**src/rtl/deser_phase_ctrl_pkg.sv**
```systemverilog
// deser_phase_ctrl_pkg: shared phase constants, controller states and the opposite-phase helper
package deser_phase_ctrl_pkg;
  localparam int NPHASE = 8;
  localparam int PHASE_W = 3;
  typedef enum logic [1:0] {IDLE, ACCUM, SCAN, DECIDE} state_t;
  function automatic logic [PHASE_W-1:0] opposite(input logic [PHASE_W-1:0] p);
    return p + PHASE_W'(NPHASE / 2);
  endfunction
endpackage

```
**src/rtl/deser_phase_ctrl_hist.sv**
```systemverilog
// deser_phase_ctrl_hist: per-phase transition histogram with a scan read port and an edge read port
//   clk, reset_n   clock, async active-low reset
//   inc            per-phase increment flags
//   clr            synchronous clear of all counters (wins over inc)
//   rd_idx/rd_cnt  scan read port
//   edge_idx/edge_cnt count of the current edge phase
module deser_phase_ctrl_hist
  import deser_phase_ctrl_pkg::*;
#(
  parameter int CW = 9
) (
  input  logic               clk,
  input  logic               reset_n,
  input  logic [NPHASE-1:0]  inc,
  input  logic               clr,
  input  logic [PHASE_W-1:0] rd_idx,
  input  logic [PHASE_W-1:0] edge_idx,
  output logic [CW-1:0]      rd_cnt,
  output logic [CW-1:0]      edge_cnt
);
  logic [CW-1:0] cnt_q [NPHASE];
  logic [CW-1:0] cnt_d [NPHASE];
  always_comb begin
    for (int i = 0; i < NPHASE; i++) cnt_d[i] = clr ? '0 : cnt_q[i] + CW'(inc[i]);
  end
  always_ff @(posedge clk or negedge reset_n) begin
    if (!reset_n) for (int i = 0; i < NPHASE; i++) cnt_q[i] <= '0;
    else cnt_q <= cnt_d;
  end
  assign rd_cnt = cnt_q[rd_idx];
  assign edge_cnt = cnt_q[edge_idx];
endmodule

```
**src/rtl/deser_phase_ctrl.sv**
```systemverilog
// deser_phase_ctrl: picks the 8x-oversampling data phase opposite the busiest transition phase
//   clk, reset_n   clock, async active-low reset
//   enable         run controller; low idles and clears the histogram
//   trans          per-phase transition flags, counted only while accumulating
//   force_en/force_phase  override the phase, controller held idle
//   phase          selected sampling phase
//   locked         phase unchanged for LOCK_WINS windows that had transitions
//   phase_upd      one-cycle pulse when a decision moves the phase
module deser_phase_ctrl
  import deser_phase_ctrl_pkg::*;
#(
  parameter int WIN_LOG2  = 8,
  parameter int HYST      = 4,
  parameter int LOCK_WINS = 4
) (
  input  logic               clk,
  input  logic               reset_n,
  input  logic               enable,
  input  logic [NPHASE-1:0]  trans,
  input  logic               force_en,
  input  logic [PHASE_W-1:0] force_phase,
  output logic [PHASE_W-1:0] phase,
  output logic               locked,
  output logic               phase_upd
);
  localparam int CW = WIN_LOG2 + 1;
  localparam int XW = WIN_LOG2 + 2;
  localparam int SW = $clog2(LOCK_WINS + 1);
  state_t state_q, state_d;
  logic [WIN_LOG2-1:0] wcnt_q, wcnt_d;
  logic [PHASE_W-1:0] k_q, k_d, best_idx_q, best_idx_d, phase_q, phase_d, cand;
  logic [CW-1:0] best_cnt_q, best_cnt_d, rd_cnt, edge_cnt;
  logic [SW-1:0] stable_q, stable_d;
  logic locked_q, locked_d, upd_q, upd_d, clr, move;
  logic [NPHASE-1:0] inc;
  deser_phase_ctrl_hist #(.CW(CW)) u_hist (
    .clk(clk), .reset_n(reset_n), .inc(inc), .clr(clr), .rd_idx(k_q),
    .edge_idx(opposite(phase_q)), .rd_cnt(rd_cnt), .edge_cnt(edge_cnt)
  );
  assign cand = opposite(best_idx_q);
  // widened so the hysteresis margin cannot wrap
  assign move = cand != phase_q && XW'(best_cnt_q) >= XW'(edge_cnt) + XW'(HYST);
  always_comb begin
    state_d = state_q;
    wcnt_d = wcnt_q;
    k_d = k_q;
    best_cnt_d = best_cnt_q;
    best_idx_d = best_idx_q;
    stable_d = stable_q;
    phase_d = phase_q;
    locked_d = locked_q;
    upd_d = 1'b0;
    clr = 1'b0;
    inc = '0;
    if (force_en || !enable) begin
      state_d = IDLE;
      wcnt_d = '0;
      k_d = '0;
      best_cnt_d = '0;
      best_idx_d = '0;
      stable_d = '0;
      locked_d = 1'b0;
      clr = 1'b1;
      phase_d = force_en ? force_phase : phase_q;
    end else begin
      case (state_q)
        IDLE: state_d = ACCUM;
        ACCUM: begin
          inc = trans;
          wcnt_d = wcnt_q + 1'b1;
          state_d = &wcnt_q ? SCAN : ACCUM;
        end
        SCAN: begin
          // strict > keeps the lowest index on a tie
          best_cnt_d = rd_cnt > best_cnt_q ? rd_cnt : best_cnt_q;
          best_idx_d = rd_cnt > best_cnt_q ? k_q : best_idx_q;
          k_d = k_q + 1'b1;
          state_d = &k_q ? DECIDE : SCAN;
        end
        default: begin
          clr = 1'b1;
          best_cnt_d = '0;
          best_idx_d = '0;
          state_d = ACCUM;
          if (best_cnt_q == '0) begin
            stable_d = '0;
            locked_d = 1'b0;
          end else if (move) begin
            phase_d = cand;
            upd_d = 1'b1;
            stable_d = '0;
            locked_d = 1'b0;
          end else begin
            stable_d = stable_q == SW'(LOCK_WINS) ? stable_q : stable_q + 1'b1;
            locked_d = stable_d == SW'(LOCK_WINS);
          end
        end
      endcase
    end
  end
  always_ff @(posedge clk or negedge reset_n) begin
    if (!reset_n) begin
      state_q <= IDLE;
      wcnt_q <= '0;
      k_q <= '0;
      best_cnt_q <= '0;
      best_idx_q <= '0;
      stable_q <= '0;
      phase_q <= '0;
      locked_q <= 1'b0;
      upd_q <= 1'b0;
    end else begin
      state_q <= state_d;
      wcnt_q <= wcnt_d;
      k_q <= k_d;
      best_cnt_q <= best_cnt_d;
      best_idx_q <= best_idx_d;
      stable_q <= stable_d;
      phase_q <= phase_d;
      locked_q <= locked_d;
      upd_q <= upd_d;
    end
  end
  assign phase = phase_q;
  assign locked = locked_q;
  assign phase_upd = upd_q;
endmodule

```
**config.mk**
```make
export PLATFORM = sky130hd
export DESIGN_NAME = deser_phase_ctrl
export DESIGN_NICKNAME = d
export VERILOG_FILES = /design/src/rtl/deser_phase_ctrl_pkg.sv /design/src/rtl/deser_phase_ctrl_hist.sv /design/src/rtl/deser_phase_ctrl.sv
export SDC_FILE = /design/constraint.sdc
export NUM_CORES = 1
export LEC_CHECK = 0
export CAP_MARGIN = 20
export CORE_UTILIZATION = 23
export DETAILED_ROUTE_END_ITERATION = 6
export PLACE_DENSITY = 0.47
export SYNTH_ARGS = -nofsm -noshare
export SYNTH_HDL_FRONTEND = slang
export SYNTH_SLANG_ARGS = --single-unit
```
**constraint.sdc**
```tcl
create_clock -name clk -period 8 [get_ports clk]
set_input_delay 2 -clock clk [delete_from_list [all_inputs] [get_ports clk]]
set_output_delay 2 -clock clk [all_outputs]
set_load 0.05 [all_outputs]
```
# == Word-level counts from Yosys, hierarchy flattened ==
# Cells that the tools add are included.
# totals
in_bits,15
word_cells,111
out_inout_bits,5
register_bits,105
# classes
n_mux,50
bitwise,2
n_eq_ne,10
addsub,14
n_reduce_logical,14
magnitude_cmp,4
# ops
op,count
9-bit 2-to-1 mux,14
9-bit by 1-bit adder with 9-bit output,8
9-bit binary-select mux with 3-bit select,2
3-bit 2-to-1 mux,14
8-bit 2-to-1 mux,4
9-bit case mux with 2 select lines,1
1-bit 2-to-1 mux,11
9-bit by 3-bit adder with 10-bit output (second input constant),1
9-bit by 10-bit >= comparator with 1-bit output,1
9-bit greater-than comparator,1
9-bit logical NOT,1
8-bit by 1-bit adder with 8-bit output (second input constant),1
4-bit >= comparator (second input constant),2
3-bit inverter with 4-bit output,2
8-bit AND reduction,1
3-bit by 1-bit adder with 3-bit output (second input constant),2
3-bit adder (second input constant),2
3-bit equality test (second input constant),2
3-bit case mux with 2 select lines,1
2-bit nonzero test,3
2-bit 2-to-1 mux,2
2-bit by 1-bit inequality test with 1-bit output (second input constant),2
2-bit inequality test (second input constant),2
2-bit case mux with 2 select lines,1
other kinds (13),13

# == Logic depth before layout (Yosys ltp) ==
# Gate-level depths: netlist (run 1).
# depth
word_depth,12
depth_mapped,14

# == Hierarchy ==
# Synthesis (run 1) repeated with hierarchy kept, for this count alone.
# unflattened
hier_cells,620
area_unflattened_um2,6761.5
# by_module_without_submodules
module,seq_area_each_um2,cells_per_inst,instances,area_per_inst_um2
deser_phase_ctrl_hist,1801.7,386,1,4518.1
deser_phase_ctrl,825.8,234,1,2243.4

# == Worst setup path before layout (run 1) ==
# No wires, ideal clock.
# synth_path
path_kind,input port to flip-flop
from,in enable
to,reg u_hist.cnt_q[24] (netlist bit)
path_slack_ns,4.121
t_arrival_ns,3.747
n_path_buf,2
setup_ns,0.132
t_required_ns,7.868
path_stages,10
path_cell_list,nor2b_1 clkbuf_1 clkbuf_1 and3_1 ha_1 ha_1 and3_1 nand3_1 xor2_1 nor2_1
# synth_lines
element,line,source
from (decl),deser_phase_ctrl.sv:18,"input logic enable,"
to (signal assigned),deser_phase_ctrl_hist.sv:28,else cnt_q <= cnt_d;
to (decl),deser_phase_ctrl_hist.sv:21,logic [CW-1:0] cnt_q [NPHASE];

==> results of run 1 <==
cells by family after synthesis:
logic type      count (synthesis)  synth area share
xor+xnor                       70            0.0901
compound gates                 63            0.0677
buf+inv                        63            0.0381
simple gates                  268             0.191
flops                         105             0.386
mux                            49             0.146
fa+ha+maj                      44            0.0809
Yosys cell counts, drive strengths merged (2+ instances only):
cell type	number
dfrtp	105
nor3b	2
o221ai	3
clkbuf	26
o2111ai	9
a21o	5
o41ai	3
inv	28
mux4	36
buf	9
xor2	35
mux2i	9
nor2b	13
o211ai	15
ha	44
xnor2	35
a21oi	8
nand3	43
nor3	3
nor2	75
o21ai	8
o21a	3
or2	2
o31ai	2
and3	46
or3	2
nor4	2
o32ai	2
mux2	4
nand2	60
nand2b	5
nand4	12
cell type report:
cell class | count | area [um2]
sequential | 105 | 2630
clock buffer | 9 | 225
fill | 3058 | 21300
tap | 384 | 480
inverter | 28 | 105
timing repair buffer | 25 | 233
clock inverter | 7 | 68.8
multi-input combinational | 494 | 3920
per-layer routing:
layer	track usage	share of wire	vias to the layer above
li1	-	-	2376
met4	0.0431	0.016	0
met3	0.0219	0.035	18
met1	0.179	0.50	2568
met5	0	0	-
met2	0.193	0.45	72
state kept, by name (all words and copies together), names as in the netlist:
name          flops
best_cnt_q        9
best_idx_q        3
k_q               3
locked            1
phase             3
phase_upd         1
stable_q          3
state_q           2
u_hist.cnt_q     72
wcnt_q            8
final timing paths:
kind | end
min | locked
max in group asynchronous | k_q[0]
max | u_hist.cnt_q[42]
min in group asynchronous | u_hist.cnt_q[71]
max reg2reg | best_idx_q[2]
min reg2reg | locked
stage by stage:
step | utilization | area [um2]
final | 0.265 | 7660
after global routing | 0.265 | 7660
after CTS | 0.265 | 7650
after detailed placement | 0.254 | 7360
after global placement | 0.254 | 7360
after floorplan | - | 6800
report_power, final:
part	switching, mW	internal [mW]
registers	0.00900	0.532
logic	0.0402	0.0228
clock network	0.237	0.221
worst reg2reg max path, stage by stage, from the launching register on:
cell	delay [ps]
dfrtp_1	1030
mux4_2	450
o21ai_0	450
ha_1	200
and3_1	140
nand3_1	110
a21oi_1	660
o21a_1	520
o221ai_1	190
==> results.sh, run 1 <==
export IMPL_leakage_nw=3.25
export IMPL_wire_per_inst_um=17.5
export IMPL_core_area_um2=28900
export IMPL_pin_count=20
export IMPL_grt_max_degree=60
export IMPL_start_util=0.235
export IMPL_synth_yosys_seq_area_share=0.386
export IMPL_async_reset_ff_frac=1.00
export IMPL_cts_resized=0
export IMPL_synth_area_um2=6800
export IMPL_gp_congestion=0.792
export IMPL_grt_total_usage=0.126
export IMPL_setup_viol=0
export IMPL_yosys_area_top_type="dfrtp_1"
export IMPL_rrSetupSlack_ps=4130
export IMPL_num_rows=62
export IMPL_grt_overflow=0
export IMPL_worst_r2r_cell_count=8
export IMPL_tns_ps=0
export IMPL_postRouteAntennaNets=0
export IMPL_cts_tree="done"
export IMPL_area_growth_pct=12.6
export IMPL_die_height_um=174
export IMPL_cts_htree_levels=3
export IMPL_fp_dieW_um=174
export IMPL_hold_violations=0
export IMPL_clock_skew_ps=17.1
export IMPL_viasPerCell=4.79
export IMPL_status="finished clean"
export IMPL_critPathSlowestCell="clkdlybuf4s50_1"
export IMPL_netlist_cell_type_count=47
export IMPL_cts_root_buf="clkbuf_16"
export IMPL_io_buffers=19
export IMPL_vias=5034
export IMPL_hold_slack_ps=506
export IMPL_layout_drive_gt1_share=0.0913
export IMPL_route_detailed_drc=0
export IMPL_first_iter_violations=378
export IMPL_total_power_mw=1.06
export IMPL_worst_pin_slew_ps=1040
export IMPL_place_ws_ps=3110
export IMPL_totalWireLength_um=18400
export IMPL_max_cap_viol_count=0
export IMPL_synth_area_leaders="dfrtp_1 39%, mux4_2 8.6%, ha_1 8.1%, xnor2_1 4.5%, xor2_1 4.5%"
export IMPL_slew_headroom=0.307
export IMPL_path_cells="clkdlybuf4s50_1 -> nor2b_2 -> buf_4 -> and3_1 -> ha_1 -> ha_1 -> and3_1 -> nand3_1 -> xor2_1 -> nor2_1"
export IMPL_critPathKind="in2reg"
export IMPL_yosys_warnings=0
export IMPL_startpoint_type="input pin"
export IMPL_max_freq_mhz=221
export IMPL_cp_slowest_stage_delay_ps=620
export IMPL_min_path_type="reg2reg"
export IMPL_synth_top_area_frac=0.386
export IMPL_worst_path_buf_inv=2
export IMPL_cts_made_buffers=9
export IMPL_design_final_nets=722
export IMPL_whs_path_depth=2
export IMPL_avgSynthCellArea_um2=10.3
export IMPL_crit_fanout=24
export IMPL_drtPass1Iterations=4
export IMPL_netlist_instances=662
export IMPL_hpwl_um=13400
export IMPL_clockBufferDepth=2
export IMPL_cts_sinks=105
export IMPL_diodes=0
export IMPL_p_per_area_nw_per_um2=139
export IMPL_crit_start="force_en"
export IMPL_first_global_vias=5049
export IMPL_hold_buffers=0
export IMPL_synth_edff_count=0
export IMPL_grt_pass1_wl_um=29300
export IMPL_worst_slack_ps=3470
export IMPL_synth_seq_cells=105
export IMPL_period_needed_ps=4530
export IMPL_synth_ff_type="dfrtp_1"
export IMPL_min_period_over_period=0.566
export IMPL_layout_common_cells="105 x dfrtp_1, 75 x nor2_1, 59 x nand2_1"
export IMPL_antenna_found_initial=0
export IMPL_worstPathArrival_ps=4760
export IMPL_rr_startpoint="k_q[1]"
export IMPL_crit_cells=10
export IMPL_placedCellCount=1035
export IMPL_path_delay_family="simple AND/OR/NAND/NOR gates"
export IMPL_synth_nets=721
export IMPL_postCtsSetupBuffers=0
export IMPL_fp_dieArea_um2=30300
export IMPL_path_clk_slew_ps=80
export IMPL_final_common_cell="dfrtp_1"
export IMPL_critPathRequiredTime_ps=8240
export IMPL_clk_latency_ps=370
export IMPL_end_kind="flop"
export IMPL_min_delay_start="locked"
export IMPL_rsz0062_at_grt="no"
export IMPL_slew_violations=0
export IMPL_ir_drop_v=0.0000963
export IMPL_final_cells=1052
Power figures use the tool's default switching activity.
==> run 2: changes to the inputs <==
==> constraint.sdc (replaced) <==
create_clock -name clk -period 4.5 [get_ports clk]
set_input_delay 1.125 -clock clk [delete_from_list [all_inputs] [get_ports clk]]
set_output_delay 1.125 -clock clk [all_outputs]
set_load 0.05 [all_outputs]
==> run 2 against run 1 <==
Effect of this change: clock skew is 9.0 ps lower; sequential cell count stayed put; count of clock-buffer cells in the layout is 2 higher; critical path type is now reg2reg; first-iteration DRC count is 22% higher; routed wire length is 2.1% higher; power is 75% higher; register-to-register slack worse by 3300 ps; core utilization is 0.23 points higher; via count is 0.85% higher; clock power is 70% higher; hold slack worse by 24 ps; critical endpoint is now stable_q[2].
==> results.sh, run 2 (synthesis results as in run 1) <==
export IMPL_status="finished clean"
export IMPL_diodes=0
export IMPL_leakage_nw=3.29
export IMPL_design_final_nets=731
export IMPL_rr_startpoint="phase[1]"
export IMPL_max_freq_mhz=269
export IMPL_cts_tree="done"
export IMPL_period_needed_ps=3720
export IMPL_ir_drop_v=0.000161
export IMPL_tns_ps=0
export IMPL_startpoint_type="flop"
export IMPL_antenna_found_initial=0
export IMPL_cts_sinks=105
export IMPL_crit_fanout=10
export IMPL_io_buffers=19
export IMPL_setup_viol=0
export IMPL_first_iter_violations=460
export IMPL_gp_congestion=0.836
export IMPL_critPathRequiredTime_ps=4720
export IMPL_postRouteAntennaNets=0
export IMPL_grt_max_degree=61
export IMPL_area_growth_pct=13.6
export IMPL_cts_made_buffers=9
export IMPL_route_detailed_drc=0
export IMPL_grt_total_usage=0.129
export IMPL_worstPathArrival_ps=3930
export IMPL_worst_slack_ps=784
export IMPL_cts_resized=0
export IMPL_core_area_um2=28900
export IMPL_r2r_end="stable_q[2]"
export IMPL_grt_overflow=0
export IMPL_cts_root_buf="clkbuf_16"
export IMPL_rrSetupSlack_ps=780
export IMPL_num_rows=62
export IMPL_first_global_vias=5016
export IMPL_wire_per_inst_um=17.7
export IMPL_worst_r2r_cell_count=11
export IMPL_fp_dieArea_um2=30300
export IMPL_fp_dieW_um=174
export IMPL_clock_skew_ps=8.04
export IMPL_final_common_cell="dfrtp_1"
export IMPL_clk_latency_ps=360
export IMPL_pin_count=20
export IMPL_viasPerCell=4.79
export IMPL_place_ws_ps=838
export IMPL_hold_buffers=0
export IMPL_min_path_type="reg2reg"
export IMPL_critPathKind="reg2reg"
export IMPL_crit_end="stable_q[2]"
export IMPL_postCtsSetupBuffers=0
export IMPL_top_register="u_hist.cnt_q"
export IMPL_die_height_um=174
export IMPL_p_per_area_nw_per_um2=241
export IMPL_fin_util=0.267
export IMPL_slew_headroom=0.430
export IMPL_top_regs="u_hist.cnt_q x72, best_cnt_q x9, wcnt_q x8"
export IMPL_hpwl_um=13900
export IMPL_start_util=0.235
export IMPL_hold_violations=0
export IMPL_grt_pass1_wl_um=29900
export IMPL_max_cap_viol_count=0
export IMPL_slew_violations=0
export IMPL_worst_pin_slew_ps=852
export IMPL_crit_start="phase[1]"
export IMPL_end_kind="flop"
export IMPL_largest_register_ffs=72
export IMPL_layout_drive_gt1_share=0.102
export IMPL_drtPass1Iterations=5
export IMPL_path_clk_slew_ps=70
export IMPL_vias=5077
export IMPL_cts_htree_levels=3
export IMPL_min_period_over_period=0.826
export IMPL_clockBufferDepth=2
export IMPL_totalWireLength_um=18800
export IMPL_layout_common_cells="105 x dfrtp_1, 75 x nor2_1, 59 x nand2_1"
export IMPL_rsz0062_at_grt="no"
## run 2: changes by cell type in the layout (fill, tap and decap cells not counted)
cell,before,now
buf_4,6,15
inv_8,2,0
buf_12,0,1
clkbuf_1,0,1
clkbuf_4,1,0
clkbuf_8,0,1
clkinv_8,1,0
clkinvlp_4,1,2
## run 2: power breakdown
part           switching [mW]  total [mW]  internal, mW
Sequential             0.0130       0.959         0.946
Clock                   0.382       0.777         0.395
Combinational          0.0774       0.123        0.0458
## run 2: metal layers
layer | track usage | vias up | part of all wire
li1 | - | 2390 | -
met2 | 0.199 | 124 | 0.45
met5 | 0 | - | 0
met3 | 0.0179 | 14 | 0.039
met4 | 0.0395 | 0 | 0.014
met1 | 0.185 | 2549 | 0.50
## run 2: through the flow
stage	instance area [um2]	std cells	power, mW	hold slack (ps)
after floorplan	6800	662	1.04	513
after global placement	7450	1045	1.10	467
after detailed placement	7450	1045	1.10	478
after CTS	7730	1061	1.89	495
after global routing	7730	1061	1.94	538
final	7730	1061	1.86	482
## run 2: worst min path at each step
stage	start	end	slack, ps	cells past startpoint
floorplan	best_idx_q[2]	best_idx_q[2]	510	2
global placement	locked	locked	470	2
detailed placement	locked	locked	480	2
CTS	locked	locked	500	2
global route	locked	locked	540	2
finish	locked	locked	480	2
## run 2: final cells by class
class / instances / area, um2
clock inverters: 5 / 37.5
flip-flops and latches: 105 / 2630
fillers: 3010 / 21200
clock buffers: 11 / 243
inverters: 28 / 105
multi-input cells: 494 / 3920
repair buffers: 34 / 313
well taps: 384 / 480
## run 2: critical path, stage by stage, from the launching register on
cell and delay (ps):
dfrtp_1 700, mux4_1 660, mux2_2 300, ha_1 230
xor2_1 170, ha_1 300, a21oi_1 60, nor2b_1 100
o21ai_0 80, o211a_1 220, o31ai_1 570, o211ai_1 180
==> run 3: changes to the inputs <==
==> constraint.sdc (replaced) <==
create_clock -name clk -period 3.9 [get_ports clk]
set_input_delay 0.975 -clock clk [delete_from_list [all_inputs] [get_ports clk]]
set_output_delay 0.975 -clock clk [all_outputs]
set_load 0.05 [all_outputs]
==> run 3 against run 2 <==
Effect of this change: global-route usage decreased by 0.20 points; largest cell class unchanged; critical path type unchanged; sequential cell count unchanged; critical endpoint unchanged; sequential power increased by 15%; register-to-register slack got worse by 380 ps; setup slack got worse by 380 ps.
==> results.sh, run 3 (synthesis results as in run 1) <==
export IMPL_status="finished clean"
export IMPL_critPathKind="reg2reg"
export IMPL_clock_skew_ps=7.24
export IMPL_leakage_nw=3.36
export IMPL_end_kind="flop"
export IMPL_final_cells=1068
export IMPL_slew_violations=0
export IMPL_slew_headroom=0.441
export IMPL_first_iter_violations=328
export IMPL_diodes=0
export IMPL_top_regs="u_hist.cnt_q x72, best_cnt_q x9, wcnt_q x8"
export IMPL_grt_max_degree=62
export IMPL_drtPass1Iterations=4
export IMPL_final_common_cell="dfrtp_1"
export IMPL_fp_dieW_um=174
export IMPL_first_global_vias=4986
export IMPL_crit_fanout=10
export IMPL_start_util=0.235
export IMPL_multi_input_area_um2=3920
export IMPL_hpwl_um=13700
export IMPL_max_freq_mhz=286
export IMPL_worstPathArrival_ps=3720
export IMPL_path_clk_slew_ps=80
export IMPL_layout_drive_gt1_share=0.113
export IMPL_clockBufferDepth=2
export IMPL_period_needed_ps=3490
export IMPL_io_buffers=19
export IMPL_p_per_area_nw_per_um2=292
export IMPL_cts_htree_levels=3
export IMPL_max_cap_viol_count=0
export IMPL_placedCellCount=1052
export IMPL_fp_dieArea_um2=30300
export IMPL_min_period_over_period=0.895
export IMPL_antenna_found_initial=0
export IMPL_area_growth_pct=15.8
export IMPL_design_final_nets=738
export IMPL_num_rows=62
export IMPL_grt_total_usage=0.127
export IMPL_cts_sinks=105
export IMPL_gp_congestion=0.830
export IMPL_regArea_um2=2630
export IMPL_worst_pin_slew_ps=836
export IMPL_viasPerCell=4.68
export IMPL_setup_viol=0
export IMPL_critPathRequiredTime_ps=4120
export IMPL_cts_tree="done"
export IMPL_cts_resized=0
export IMPL_clk_latency_ps=360
export IMPL_fin_util=0.272
export IMPL_rsz0062_at_grt="no"
export IMPL_ir_drop_v=0.000142
export IMPL_total_power_mw=2.30
export IMPL_placedInstanceArea_um2=7540
export IMPL_hold_buffers=0
export IMPL_grt_pass1_wl_um=29300
export IMPL_vias=4999
export IMPL_postRouteAntennaNets=0
export IMPL_cts_made_buffers=9
export IMPL_min_delay_start="locked"
export IMPL_min_path_type="reg2reg"
export IMPL_wire_per_inst_um=17.0
export IMPL_hold_violations=0
export IMPL_fillers=3026
export IMPL_final_area_um2=7880
export IMPL_rr_startpoint="phase[1]"
export IMPL_totalWireLength_um=18200
export IMPL_largest_register_ffs=72
export IMPL_route_detailed_drc=0
export IMPL_tns_ps=0
export IMPL_pin_count=20
export IMPL_layout_common_cells="105 x dfrtp_1, 75 x nor2_1, 59 x nand2_1"
export IMPL_startpoint_type="flop"
export IMPL_postCtsSetupBuffers=0
export IMPL_crit_start="phase[1]"
export IMPL_top_register="u_hist.cnt_q"
export IMPL_cts_root_buf="clkbuf_16"
export IMPL_die_height_um=174
export IMPL_core_area_um2=28900
export IMPL_grt_overflow=0
==> run 3: cell types whose count changed in the layout (fill, tap and decap cells not counted), sizes merged <==
cell      previous run  this run
buf                 16        23
bufinv               0         2
clkinvlp             2         1
clkbuf              11        10
==> run 3: layout make-up <==
class                           instances  share of cell area
Clock buffer                           10              0.0303
Inverter                               28              0.0133
Timing Repair Buffer                   41              0.0512
Clock inverter                          6              0.0126
Tap cell                              384              0.0610
Sequential cell                       105               0.334
Multi-Input combinational cell        494               0.498
==> run 3: metrics by stage <==
step,setup slack (ps),hold WS (ps)
after global placement,460,471
after global routing,168,554
after detailed placement,439,473
after CTS,412,490
final,408,480
after floorplan,334,513
==> run 3: critical path, stage by stage (launching register included) <==
cell and delay, ps:
dfrtp_1 530, buf_4 260, mux4_1 620, mux2i_1 250, nor2b_1 90, xor2_1 170, ha_1 300, nor2b_1 120
o21ai_0 80, o211a_1 220, o31ai_1 540, o211ai_1 170
==> run 3: per-layer routing <==
metal / GRT usage / share of wire
met5: 0 / 0
met3: 0.0142 / 0.036
met4: 0.0526 / 0.022
met2: 0.195 / 0.45
met1: 0.179 / 0.49
==> run 3: worst paths after layout <==
| check | cells past startpoint | to | slack, ps |
|---|---|---|---|
| max | 11 | stable_q[2] | 410 |
| min | 2 | locked | 480 |
| max reg2reg | 11 | stable_q[2] | 410 |
| min reg2reg | 2 | locked | 480 |
| max in group asynchronous | 2 | u_hist.cnt_q[0] | 2510 |
| min in group asynchronous | 1 | u_hist.cnt_q[69] | 630 |
==> run 3: power breakdown <==
group	internal (mW)	switching, mW
clock	0.591	0.457
combinational	0.0586	0.0917
sequential	1.09	0.0106
==> RTL change 1, RTL diff (settings of run 1) <==
The output `phase_upd` loses its register stage (`upd_q` becomes a continuous assignment).
--- a/src/rtl/deser_phase_ctrl.sv
+++ b/src/rtl/deser_phase_ctrl.sv
@@ -110,3 +110,2 @@
       locked_q <= 1'b0;
-      upd_q <= 1'b0;
     end else begin
@@ -120,5 +119,6 @@
       locked_q <= locked_d;
-      upd_q <= upd_d;
     end
   end
+
+  assign upd_q = upd_d;
   assign phase = phase_q;
Behaviour: no difference found for any inputs over 10 cycles, from zero or initial values and one cycle with reset_n low; that may be too few to reach the edited logic, so the function may still have changed.
==> RTL change 1 against run 1 <==
  * Critical path depth is 2 higher
  * Worst hold slack gained 0.0029 ns
  * Clock skew fell by 0.0070 ns
  * Non-clock buffer count unchanged
  * Sequential cell count is 1 lower
  * Global-route usage fell by 0.21 points
  * Wire length decreased by 0.71%
  * Critical endpoint is now phase_upd
  * Utilization fell by 0.059 points
  * Register-to-register slack worse by 0.03 ns
  * Total power down 1.6%
  * Setup slack worse by 2.0 ns
  * Synthesized area fell by 0.37%
  * Design area shrank 0.49%
==> RTL change 1: results (changes against run 1) <==
Yosys
  – Post-Synth Adder-Cell Area: 8.12% (+0.030 points)
  – Top cells by count, synth: dfrtp_1 (104), nor2_1 (75), nand2_1 (60)
  – Syn Inst Count: 661 (-0.15%)
  – Post-Synth XOR/XNOR Area: 9.05% (+0.033 points)
  – Compound-cell area share of the yosys netlist: 6.79% (+0.025 points)
  – Synth Register Bits: 104 (-0.95%)
  – Seq/Total Area, Yosys: 38.4% (-0.23 points)
  – Warnings from Yosys: 0 (unchanged)
  – Area contributors post-synth: dfrtp_1 (38%), mux4_2 (8.6%), ha_1 (8.1%)
  – Mapped Nets: 720 (-0.14%)
  – Multiplexer share of the synthesized area: 14.7% (+0.054 points)

Global route
  – Vias in the first global route: 4941 (-2.1%)
  – Met3 Usage GRT: 2.02% (-0.17 points)
  – Met1 global-route usage: 18.0% (+0.15 points)
  – Gr usage total: 12.4% (-0.21 points)
  – Global-route wire length before repair: 28.9 mm (-1.6%)
  – Initial antenna violation count: 1 (+1)
  – Pin count of the biggest net entering global routing: 58 (-3.3%)

Power and ir drop
  – Leakage: 3.23 nW (-0.44%)
  – Power Clock: 447 uW (-2%)
  – Seq pwr share: 51.3% (+0.4 points)
  – Peak supply drop: 0.0000923 V (-4.2%)

Drt
  – DR WL met2: 8.16 mm (-0.34%)
  – Met3 routed WL: 699 um (+7.5%)
  – First-pass DRT Iterations: 5 (+1)
  – WL final: 18.2 mm (-0.71%)
  – 1st-iter DRT viols: 311 (-18%)
  – Wirelength per Cell: 17.4 um (-0.61%)
  – Via/cell ratio: 4.69 (-2.1%)

Setup path
  – CP Data Arrival Time: 4.54 ns (-0.22 ns)
  – CP max stage delay: 0.87 ns (+0.25 ns)
  – Worst-path maximum fanout: 15 (-38%)

Final layout
  – Non-clk buf share: 3.05% (+0.015 points)
  – ClkCell Share: 3.69% (-0.15 points)
  – Clock buf count: 11 (+2)
  – Layout cells sized above 1: 9.00% (-0.14 points)
  – Number of fill cells: 3093 (+1.1%)
  – Seq area share: 34.1% (-0.16 points)
  – Register area: 2600 um2 (-0.95%)

STA
  – Clock Skew: 0.0101 ns (-0.00696 ns)

Outcome
  – Status: completed

Clocking
  – Clk pin slew, worst setup/hold paths: 0.08 ns (about the same)
  – Post-CTS Setup Repair Bufs: 0 (unchanged)

Placement
  – Post-DP HPWL: 13.3 mm (-0.55%)
  – Post-Place Cell Area: 7340 um2 (-0.24%)
  – Post-placement setup slack: 1.88 ns (-1.23 ns)
  – Cell count after placement: 1035 (unchanged)
==> RTL change 1: changes by cell type in the layout (fill, tap and decap cells not counted), sizes merged <==
| cell | change |
|---|---|
| buf | +1 |
| clkbuf | +1 |
| dfrtp | -1 |
| clkinvlp | -1 |
| inv | -1 |
==> RTL change 1: worst paths after layout <==
kind,from,end,slack (ns),cells past startpoint
worst max-delay path,phase[1]$_DFFE_PN0P_,phase_upd,1.46,12
worst min register to register,locked$_DFFE_PN0N_,locked$_DFFE_PN0N_,0.51,2
worst max register to register,k_q[1]$_DFFE_PN0P_,best_idx_q[2]$_DFFE_PN0P_,4.10,8
worst min-delay path,locked$_DFFE_PN0N_,locked$_DFFE_PN0N_,0.51,2
min in group asynchronous,reset_n,wcnt_q[3]$_DFFE_PN0P_,1.69,1
max in group asynchronous,reset_n,stable_q[1]$_DFFE_PN0N_,5.11,2
==> RTL change 2, RTL diff (config.mk and constraints of run 1) <==
Without the edit above. `LOCK_WINS`: 4 -> 2.
--- a/src/rtl/deser_phase_ctrl.sv
+++ b/src/rtl/deser_phase_ctrl.sv
@@ -13,3 +13,3 @@
   parameter int HYST      = 4,
-  parameter int LOCK_WINS = 4
+  parameter int LOCK_WINS = 2
 ) (
Formal check against the unedited RTL: no difference found for any inputs over 10 cycles, from zero or initial values and one cycle with reset_n low; that may be too few to reach the edited logic, so the function may still have changed.
==> RTL change 2 against run 1 <==
  * Maximum frequency is 0.51% higher
  * Die area shrank 5.8%
  * Critical path depth shrank 1
  * Total power about the same
  * Utilization up 0.41 points
  * Setup slack improved by 0.023 ns
  * Synthesized area decreased by 5.9%
  * Sequential cell count down 2
  * Non-clock buffer count grew 1
  * Sequential share of layout area up 1.1 points
  * Design area shrank 4.9%
  * Wire length is 12% lower
  * First-iteration DRC count down 21%
  * Critical path type unchanged
  * Critical endpoint is now u_hist.cnt_q[35]$_DFF_PN0_
  * Highest routed layer unchanged
==> RTL change 2: results (changes against run 1) <==
Final layout
  – Number of fill cells: 2871 (-6.1%)
  – Net count reported at finish: 668 (-7.5%)
  – Layout cells sized above 1: 11.6% (+2.4 points)
  – Non-filler cells, final: 987 (-6.2%)

Global route
  – Pin count of the biggest net entering global routing: 57 (-5.0%)
  – Met2 Use GR: 18.7% (-0.60 points)
  – Global-route wire length before repair: 26.7 mm (-8.9%)
  – Gr usage total: 12.4% (-0.20 points)
  – Met1 global-route usage: 18.2% (+0.29 points)
  – Vias in the first global route: 4552 (-9.8%)

Setup path
  – Worst R2R Setup Slack: 4.18 ns (+0.05 ns)
  – CP max stage cell: nor2b_1
  – CP Data Arrival Time: 4.72 ns (-0.04 ns)
  – R2r startpoint: phase[1]$_DFFE_PN0P_
  – Depth of the most critical reg-to-reg path: 13 (+5)
  – CP endpoint: u_hist.cnt_q[35]$_DFF_PN0_
  – R2r endpoint: phase[0]$_DFFE_PN0P_

Outcome
  – Status: completed

Placement
  – RePlAce Congestion: 0.798 (+0.86%)
  – Post-DP HPWL: 11.9 mm (-11%)
  – Post-Place Cell Area: 6980 um2 (-5.2%)
  – Cell count after placement: 971 (-6.2%)
  – Post-placement setup slack: 3.15 ns (+0.0481 ns)

Yosys
  – Mean area per synthesized cell: 10.7 um2 (+4.0%)
  – Compound-cell area share of the yosys netlist: 5.06% (-1.7 points)
  – Post-Synth Adder-Cell Area: 8.41% (+0.31 points)
  – Top cells by count, synth: dfrtp_1 (103), nor2_1 (73), ha_1 (43)
  – Mapped Nets: 657 (-8.9%)
  – Post-Synth XOR/XNOR Area: 9.58% (+0.57 points)
  – Area contributors post-synth: dfrtp_1 (40%), mux4_2 (12%), ha_1 (8.4%)
  – Distinct cell type count after synthesis: 49 (+4.3%)
  – Multiplexer share of the synthesized area: 15.0% (+0.37 points)
  – Seq/Total Area, Yosys: 40.3% (+1.6 points)

STA
  – Clock Skew: 0.00770 ns (-0.00935 ns)
  – Hold Slack: 0.516 ns (+0.0106 ns)
  – Final worst setup slack: 3.50 ns (+0.0229 ns)
  – Worst-margin pin slew: 1.02 ns (-0.0198 ns)

Drt
  – Wirelength per Cell: 16.5 um (-5.7%)
  – 1st-iter DRT viols: 299 (-21%)
  – Via/cell ratio: 4.45 (-7.0%)

Power and ir drop
  – Total power: 1.06 mW (about the same)
  – Power Sequential: 523 uW (-3%)
  – Peak supply drop: 0.0000812 V (-16%)
  – Internal Power: 800 uW (+3.1%)
  – Clock network power share: 44.1% (+1.0 points)

Worst hold path
  – Hold depth: 1 (-1)
  – Worst hold path startpoint: stable_q[1]$_DFFE_PN0N_
RTL change 2: changes by cell type in the layout (fill, tap and decap cells not counted), moves of 9 or more:
cell and delta:
and2_1 +16, and3_1 -16, mux4_1 -9, mux4_2 +9
nand2_1 -22, o211ai_1 -14, o22ai_1 +11
RTL change 2: final cells by class:
| class | count | area [um2] | area share (%) |
|---|---|---|---|
| repair buffers | 26 | 240 | 3.30 |
| well taps | 372 | 465 | 6.39 |
| multi-input cells | 433 | 3560 | 48.8 |
| flip-flops and latches | 103 | 2580 | 35.4 |
| inverters | 37 | 139 | 1.91 |
| diodes | 1 | 2.50 | 0.0343 |
| clock inverters | 5 | 66.3 | 0.910 |
| clock buffers | 10 | 239 | 3.28 |
RTL change 2: metal layers:
| metal | part of all wire (%) | up-vias |
|---|---|---|
| li1 | - | 2115 |
| met5 | 0 | - |
| met3 | 3.7 | 13 |
| met4 | 1.5 | 0 |
| met1 | 50 | 2212 |
| met2 | 45 | 51 |
